==> src/rtl/nvz_flag_unit_pkg.sv <==
// Shared CPU definitions: opcodes, NVZ bit positions, the per-opcode flag write
// mask and the condition-code encodings used by the downstream evaluator.
package cpu_pkg;

    localparam int unsigned OPC_W = 4;

    localparam logic [OPC_W-1:0] OP_ADD    = 4'b0000;
    localparam logic [OPC_W-1:0] OP_SUB    = 4'b0001;
    localparam logic [OPC_W-1:0] OP_XOR    = 4'b0010;
    localparam logic [OPC_W-1:0] OP_RED    = 4'b0011;
    localparam logic [OPC_W-1:0] OP_SLL    = 4'b0100;
    localparam logic [OPC_W-1:0] OP_SRA    = 4'b0101;
    localparam logic [OPC_W-1:0] OP_ROR    = 4'b0110;
    localparam logic [OPC_W-1:0] OP_PADDSB = 4'b0111;

    localparam int unsigned NVZ_N = 2;
    localparam int unsigned NVZ_V = 1;
    localparam int unsigned NVZ_Z = 0;

    typedef enum logic [3:0] {
        CC_NE = 4'd0,
        CC_EQ = 4'd1,
        CC_GT = 4'd2,
        CC_LT = 4'd3,
        CC_GE = 4'd4,
        CC_LE = 4'd5,
        CC_OV = 4'd6,
        CC_UN = 4'd7
    } cond_e;

    // Bit order of the returned mask is {N,V,Z}.
    function automatic logic [2:0] flag_mask(input logic [OPC_W-1:0] opcode);
        logic [2:0] m;
        m = '0;
        case (opcode)
            OP_ADD, OP_SUB:                 m = 3'b111;
            OP_XOR, OP_SLL, OP_SRA, OP_ROR: m = 3'b001;
            default:                        m = 3'b000;
        endcase
        return m;
    endfunction

endpackage

==> src/rtl/nvz_flag_unit_pend_ctr.sv <==
// Saturating count of issued-but-uncommitted flag writers, with flush and a
// sticky error for attempted overflow/underflow.
module nvz_pend_ctr #(
    parameter int unsigned CW = 2
) (
    input  logic          clk,
    input  logic          rst_n,
    input  logic          inc,
    input  logic          dec,
    input  logic          flush,
    output logic [CW-1:0] cnt,
    output logic          err
);

    always_ff @(posedge clk or negedge rst_n) begin
        if (!rst_n) begin
            cnt <= '0;
            err <= 1'b0;
        end else if (flush) begin
            cnt <= '0;
        end else if (inc && dec) begin
            cnt <= cnt;
        end else if (inc) begin
            if (cnt == '1) begin
                err <= 1'b1;
            end else begin
                cnt <= cnt + 1'b1;
            end
        end else if (dec) begin
            if (cnt == '0) begin
                err <= 1'b1;
            end else begin
                cnt <= cnt - 1'b1;
            end
        end
    end

endmodule

==> src/rtl/nvz_flag_unit.sv <==
// Condition-code register stage: masked capture of N/V/Z from the EX result,
// a same-cycle bypass of the next value, and the pending-writer interlock.
module nvz_flag_unit
    import cpu_pkg::*;
#(
    parameter int unsigned DW  = 16,
    parameter int unsigned OPW = 4,
    parameter int unsigned CW  = 2
) (
    input  logic           clk,
    input  logic           rst_n,
    input  logic           issue_fw,
    input  logic           ex_valid,
    input  logic [OPW-1:0] ex_opcode,
    input  logic [DW-1:0]  alu_out,
    input  logic           alu_ovfl,
    input  logic           stall,
    input  logic           flush,
    output logic [2:0]     nvz,
    output logic [2:0]     nvz_fwd,
    output logic           flags_busy,
    output logic [CW-1:0]  pend_cnt,
    output logic           err
);

    logic [2:0] mask;
    logic [2:0] cand;
    logic       commit;
    logic       issue_eff;

    always_comb begin
        mask          = flag_mask(OPC_W'(ex_opcode));
        cand          = '0;
        cand[NVZ_N]   = alu_out[DW-1];
        cand[NVZ_V]   = alu_ovfl;
        cand[NVZ_Z]   = (alu_out == '0);
        commit        = ex_valid && !stall && !flush && (mask != '0);
        nvz_fwd       = commit ? ((cand & mask) | (nvz & ~mask)) : nvz;
    end

    // Decode does not advance while stalled, so an issue under stall is void.
    assign issue_eff  = issue_fw && !stall;
    assign flags_busy = (pend_cnt != '0);

    always_ff @(posedge clk or negedge rst_n) begin
        if (!rst_n) begin
            nvz <= '0;
        end else begin
            nvz <= nvz_fwd;
        end
    end

    nvz_pend_ctr #(
        .CW(CW)
    ) u_pend_ctr (
        .clk   (clk),
        .rst_n (rst_n),
        .inc   (issue_eff),
        .dec   (commit),
        .flush (flush),
        .cnt   (pend_cnt),
        .err   (err)
    );

endmodule

==> config.mk <==
export PLATFORM = sky130hd
export DESIGN_NAME = nvz_flag_unit
export DESIGN_NICKNAME = d
export VERILOG_FILES = /design/src/rtl/nvz_flag_unit_pkg.sv /design/src/rtl/nvz_flag_unit_pend_ctr.sv /design/src/rtl/nvz_flag_unit.sv
export SDC_FILE = /design/constraint.sdc
export NUM_CORES = 1
export LEC_CHECK = 0
export CAP_MARGIN = 10
export CORE_UTILIZATION = 25
export CTS_CLUSTER_SIZE = 40
export DETAILED_ROUTE_END_ITERATION = 8
export GPL_TIMING_DRIVEN = 0
export PLACE_DENSITY = 0.79
export SLEW_MARGIN = 20
export SYNTH_ARGS = -nofsm -noshare
export SYNTH_HDL_FRONTEND = slang
export SYNTH_SLANG_ARGS = --single-unit
==> constraint.sdc <==
create_clock -name clk -period 1.5 [get_ports clk]
set_clock_uncertainty 0.2 [all_clocks]
set_input_delay 0.3 -clock clk [delete_from_list [all_inputs] [get_ports clk]]
set_output_delay 0.3 -clock clk [all_outputs]
set_load 0.05 [all_outputs]
-- After elaboration in Yosys (flattened, before gate mapping)
Index checks and enable logic that the tools add are counted.
- register bits: 6
- output and inout port bits: 10
- word-level logic and storage cells: 52
- input bits: 27
- equality and inequality tests: 10
- muxes and demuxes: 12
- add/sub/neg operators: 2
- bitwise operators: 6
- reduce and logical (&&, ||, !) cells: 19
- operator list (operator ; number):
    $logic_not 16->1 ; 1
    $eq 4x3->1 const B ; 3
    $mux 2 ; 6
    $and 3x3->3 ; 2
    $pmux 3 s2 ; 1
    $reduce_bool 2->1 ; 3
    $reduce_bool 3->1 ; 2
    $logic_and 1x1->1 ; 5
    $reduce_and 5->1 ; 1
    $eq 4x1->1 const B ; 1
    $eq 4x2->1 const B ; 1
    $logic_not 4->1 ; 1
    $mux 1 ; 4
    $ne 2x2->1 const B ; 2
    $reduce_and 4->1 ; 1
    $reduce_or 4->1 ; 1
    $mux 3 ; 1
    $ne 3x2->1 const B ; 1
    $ne 3x3->1 const B ; 1
    $not 3->3 ; 1
    $or 3x3->3 ; 1
    $add 2x1->2 const B ; 1
    $eq 2x2->1 const B ; 1
    $logic_not 1->1 ; 2
    4 further kinds ; 5

-- Longest topological paths before layout
- depth in word-level cells: 9
- depth in mapped cells: 6
- mapped depth without buffers: 5

-- Cells and area by module
From an unflattened synthesis, not the netlist that was laid out.
- cell total of the unflattened synthesis: 34
- area total of the unflattened synthesis: 357.8 um^2
- modules (own cells, without submodules) (module ; area each (um^2) ; seq. area each (um^2) ; cells an instance ; instances):
    nvz_flag_unit ; 190.2 ; 75.1 ; 17 ; 1
    nvz_pend_ctr ; 167.7 ; 75.1 ; 17 ; 1

-- Least setup slack after synthesis
Ideal clock, no wire load.
- path type: input -> output
- start point: input alu_out[2]
- end point: output nvz_fwd[0]
- setup slack: -897 ps
- required time: 1000 ps
- stages: 3
- arrival: 1897 ps
- buffers on the path: 0
- path through: nor4_1 nand4_1 o31ai_1
- cells in the longest elaborated chain, start to end: 4
- RTL lines (item ; line ; source):
    from (decl) ; nvz_flag_unit.sv:15 ; input logic [DW-1:0] alu_out,
    $logic_not 16->1 ; nvz_flag_unit.sv:36 ; cand[NVZ_Z] = (alu_out == '0);
    $and 3x3->3 ; nvz_flag_unit.sv:38 ; nvz_fwd = commit ? ((cand & mask) | (nvz & ~mask)) : nvz;
    $or 3x3->3 ; nvz_flag_unit.sv:38 ;
    $mux 3 ; nvz_flag_unit.sv:38 ;
    to (decl) ; nvz_flag_unit.sv:20 ; output logic [2:0] nvz_fwd,
Every way passes these cells.

-- Final worst setup path
- start point: input stall
- end point: output nvz_fwd[2]
- cells in the longest elaborated chain, start to end: 5
- RTL lines (item ; line ; source):
    from (decl) ; nvz_flag_unit.sv:17 ; input logic stall,
    $logic_not 1->1 ; nvz_flag_unit.sv:37 ; commit = ex_valid && !stall && !flush && (mask != '0);
    $logic_and 1x1->1 (3 in series) ; nvz_flag_unit.sv:37 ;
    $mux 3 ; nvz_flag_unit.sv:38 ;
Every way passes these cells.

==> results.md <==
- Critical path depth: 5
- Failing checks: setup timing
- Gpl congestion: a little over 0.7
- Initial antenna violation count: 0
- Status: finished with violations
- Routing usage on met1: 0.2145
- Via density: approximately 5.3
- FF+latch count, synth: 6
- TritonRoute pass-1 iters: 4
- Top Family by Delay on Critical Path: simple AND/OR/NAND/NOR gates
- Worst Setup Start Kind: input port
- Final WL: approximately 1.5 mm
- Num CTS Buffers: 3
- Yosys Warn Count: 0
- FMAX: 519.6 MHz
- Tmin final: 1.925 ns
- Syn avg cell area: 9.944 sq um
- Layout fillers: 123
- CP Class: in -> out
- Tcrit/Tclk final: 1.283
- Worst setup path startpoint: stall
- Ant. Diodes: 0
- Crit Path Max Fanout: 6
- Die X: 40.88 um
- R2R Setup Slk: approximately 0.060 ns
- Post-Synthesis Cell Area: 377.9 sq um
- LEAKAGE: 0.0004065 uW
- GRT overflow: 0
- ANT nets after route: 0
- M3 GR Usage: 0.06522
- Crit Reg-Reg Startpoint: u_pend_ctr.cnt[0]
- Clock latency on the worst-skew pair: 0.26 ns
- Vias in the first global route: 461
- Hold WS: between 0.03 and 0.04 ns
- Final core utilization: 0.6738
- Slowest CP cell: mux2_4
- Worst-path cell chain: buf_4 > or2_4 > nor4_4 > mux2_4 > buf_8
- Clk sink count: 6
- Reg2reg end: u_pend_ctr.cnt[0]
- Post-Synthesis Cells: 38
- Initial Utilization: 0.2799
- CTS tree: yes
- Sequential-to-total area share from yosys stat: 0.3974
- Pin count of the biggest net entering global routing: 9
- Relative slew slack: 0.7793
- Syn_nets: between 60 and 70
- WL/cell: 15.30 um
- RSZ-0062 raised after global routing: yes
- CP required: 1.00 ns
- R2R cell count: 5
- Die ar.: 1671 sq um
- Final Hold Fails: 0
- Slowest stage delay, CP: ~0.35 ns
- CTS root buffer: clkbuf_4
- Met2 GRT Util: 0.3828
- Count of buffers from port buffering: 36
- Peak supply drop: 0.4643 mV
- Clock Path Buffers: 2
- DRC errors left: 0
- Setup total negative slack: -1.241 ns
- Nets: about 110
- Cts hold-fix bufs: 0
- First-pass GRT wire length: around 2.1 mm
- Share of layout cells above drive strength 1: 0.6628
- Worst Setup Slack, final: -0.4247 ns
- Grt peak-use layer: met2
- Worst hold path type: in -> reg
- Final Power: roughly 720 uW
- Slew Limit Fails: 0
- Max cap viols: 0
- Worst setup EP type: output port
- Final setup viols: 4
- Power per standard cell area: about 790 nW/um^2
- Starting DRT DRC Count: 16
- CTS H-tree lvls: 1
- Row count: 13
- Crit path DAT: roughly 1.4 ns
- Slew @ Worst Pin: ~0.33 ns
- Core area: around 1400 sq um
- Synth-to-Final Area Change: 140.7%
- Die height: 40.88 um
- Total Routing Usage GR: 0.2108
- Clock slew at reported path FFs: 0.06 ns
- CP Capture Point: nvz_fwd[2]
- WP buf/inv: 2
- HPWL Detailed: 1.092 mm
- Via count: 538
- # IOs: 37
- Distinct cells, synth: 24
## placed cells by master (no fill, tap or decap), types with 2 or more instances in the layout
| cell | n |
|---|---|
| nor4_4 | 4 |
| dfrtp_1 | 4 |
| buf_2 | 13 |
| buf_4 | 6 |
| clkdlybuf4s50_1 | 2 |
| clkdlybuf4s15_1 | 3 |
| mux2_4 | 2 |
| clkbuf_4 | 3 |
| nor4_1 | 2 |
| dfrtp_2 | 2 |
| nand3b_1 | 2 |
| clkdlybuf4s15_2 | 2 |
| buf_8 | 2 |
| buf_6 | 12 |
| clkbuf_2 | 3 |
## area by class of cell
cell class,instances,area [sq um],area share
flip-flops and latches,6,152.6,0.1678
inverters,2,10.01,0.01100
multi-input cells,29,317.8,0.3494
well taps,15,18.77,0.02063
clock buffers,4,26.28,0.02889
repair buffers,45,384.1,0.4223
## layer usage
metal  routed length [um]  share of wire
met1                  575           0.37
met2                  827           0.54
met3                  104          0.067
met4                   37          0.024
met5                    0              0
## power breakdown
part	internal (uW)	leakage [uW]	switching (uW)	total, uW
Sequential	182	0.0000751	10.8	193
Combinational	152	0.000316	203	355
Clock	101	0.0000150	68.6	170
## worst reg2reg max path, stage by stage (launching register included)
cell and delay [ns]:
dfrtp_2 0.40, buf_6 0.12, buf_6 0.13, nor4b_4 0.20, a21oi_1 0.09, a41oi_1 0.22
## synthesized netlist by cell type
cell type / instances / area, sq um
nor4b_1: 1 / 8.760
a22oi_1: 1 / 7.510
nor4_1: 6 / 37.54
o31ai_1: 1 / 7.510
a21oi_1: 1 / 5.000
nor4_4: 1 / 21.27
o21ai_0: 1 / 5.000
a41oi_1: 1 / 8.760
inv_1: 2 / 7.510
mux2_2: 2 / 22.52
and3_1: 1 / 6.260
or2_4: 1 / 8.760
nor2_1: 2 / 7.510
clkbuf_1: 1 / 3.750
o21bai_1: 1 / 7.510
a31oi_1: 1 / 6.260
nand3b_1: 2 / 15.01
nand4_1: 1 / 6.260
nand2_1: 1 / 3.750
and3b_1: 1 / 8.760
nor3b_1: 1 / 7.510
nand3_1: 1 / 5.000
dfrtp_1: 6 / 150.1
mux2i_1: 1 / 10.01
## kinds of logic after synthesis
| family | count (synthesis) | share of synthesized area |
|---|---|---|
| and+or+nand+nor | 19 | 0.3610 |
| buffers and inverters | 3 | 0.02980 |
| DFF | 6 | 0.3973 |
| muxes | 3 | 0.08609 |
| AOI/OAI and AO/OA | 7 | 0.1258 |
## metrics by stage
step           area, sq um  setup slack, ns  instances
3_5_place_dp         795.8           -1.523         89
3_3_place_gp         795.8           -1.494         89
5_1_grt              909.6          -0.4575        101
6_report             909.6          -0.4247        101
2_1_floorplan        416.7          -0.2804         38
4_1_cts              873.3          -0.4317        101
## what timing repair did
item / CTS / global route
setup buffers: 9 / 2
pin swaps: 11 / 10
gates resized for setup: 123 / 29
setup endpoints to repair: 15 / 9
## flip-flops by register name (all words and copies together), names as in the netlist
| signal | count |
|---|---|
| u_pend_ctr.cnt | 2 |
| nvz | 3 |
| u_pend_ctr.err | 1 |
## worst min-delay path by stage
| stage | end | cells after the start | slack (ns) | start |
|---|---|---|---|---|
| after floorplan | nvz[0] | 0 | -0.20 | rst_n |
| after global placement | u_pend_ctr.err | 1 | 0.27 | u_pend_ctr.err |
| after detailed placement | u_pend_ctr.err | 1 | 0.27 | u_pend_ctr.err |
| after CTS | u_pend_ctr.cnt[0] | 2 | 0.03 | flush |
| after global routing | u_pend_ctr.cnt[0] | 2 | 0.04 | flush |
| final | u_pend_ctr.cnt[0] | 2 | 0.03 | flush |
No activity file was read; power rests on OpenSTA's default activity.
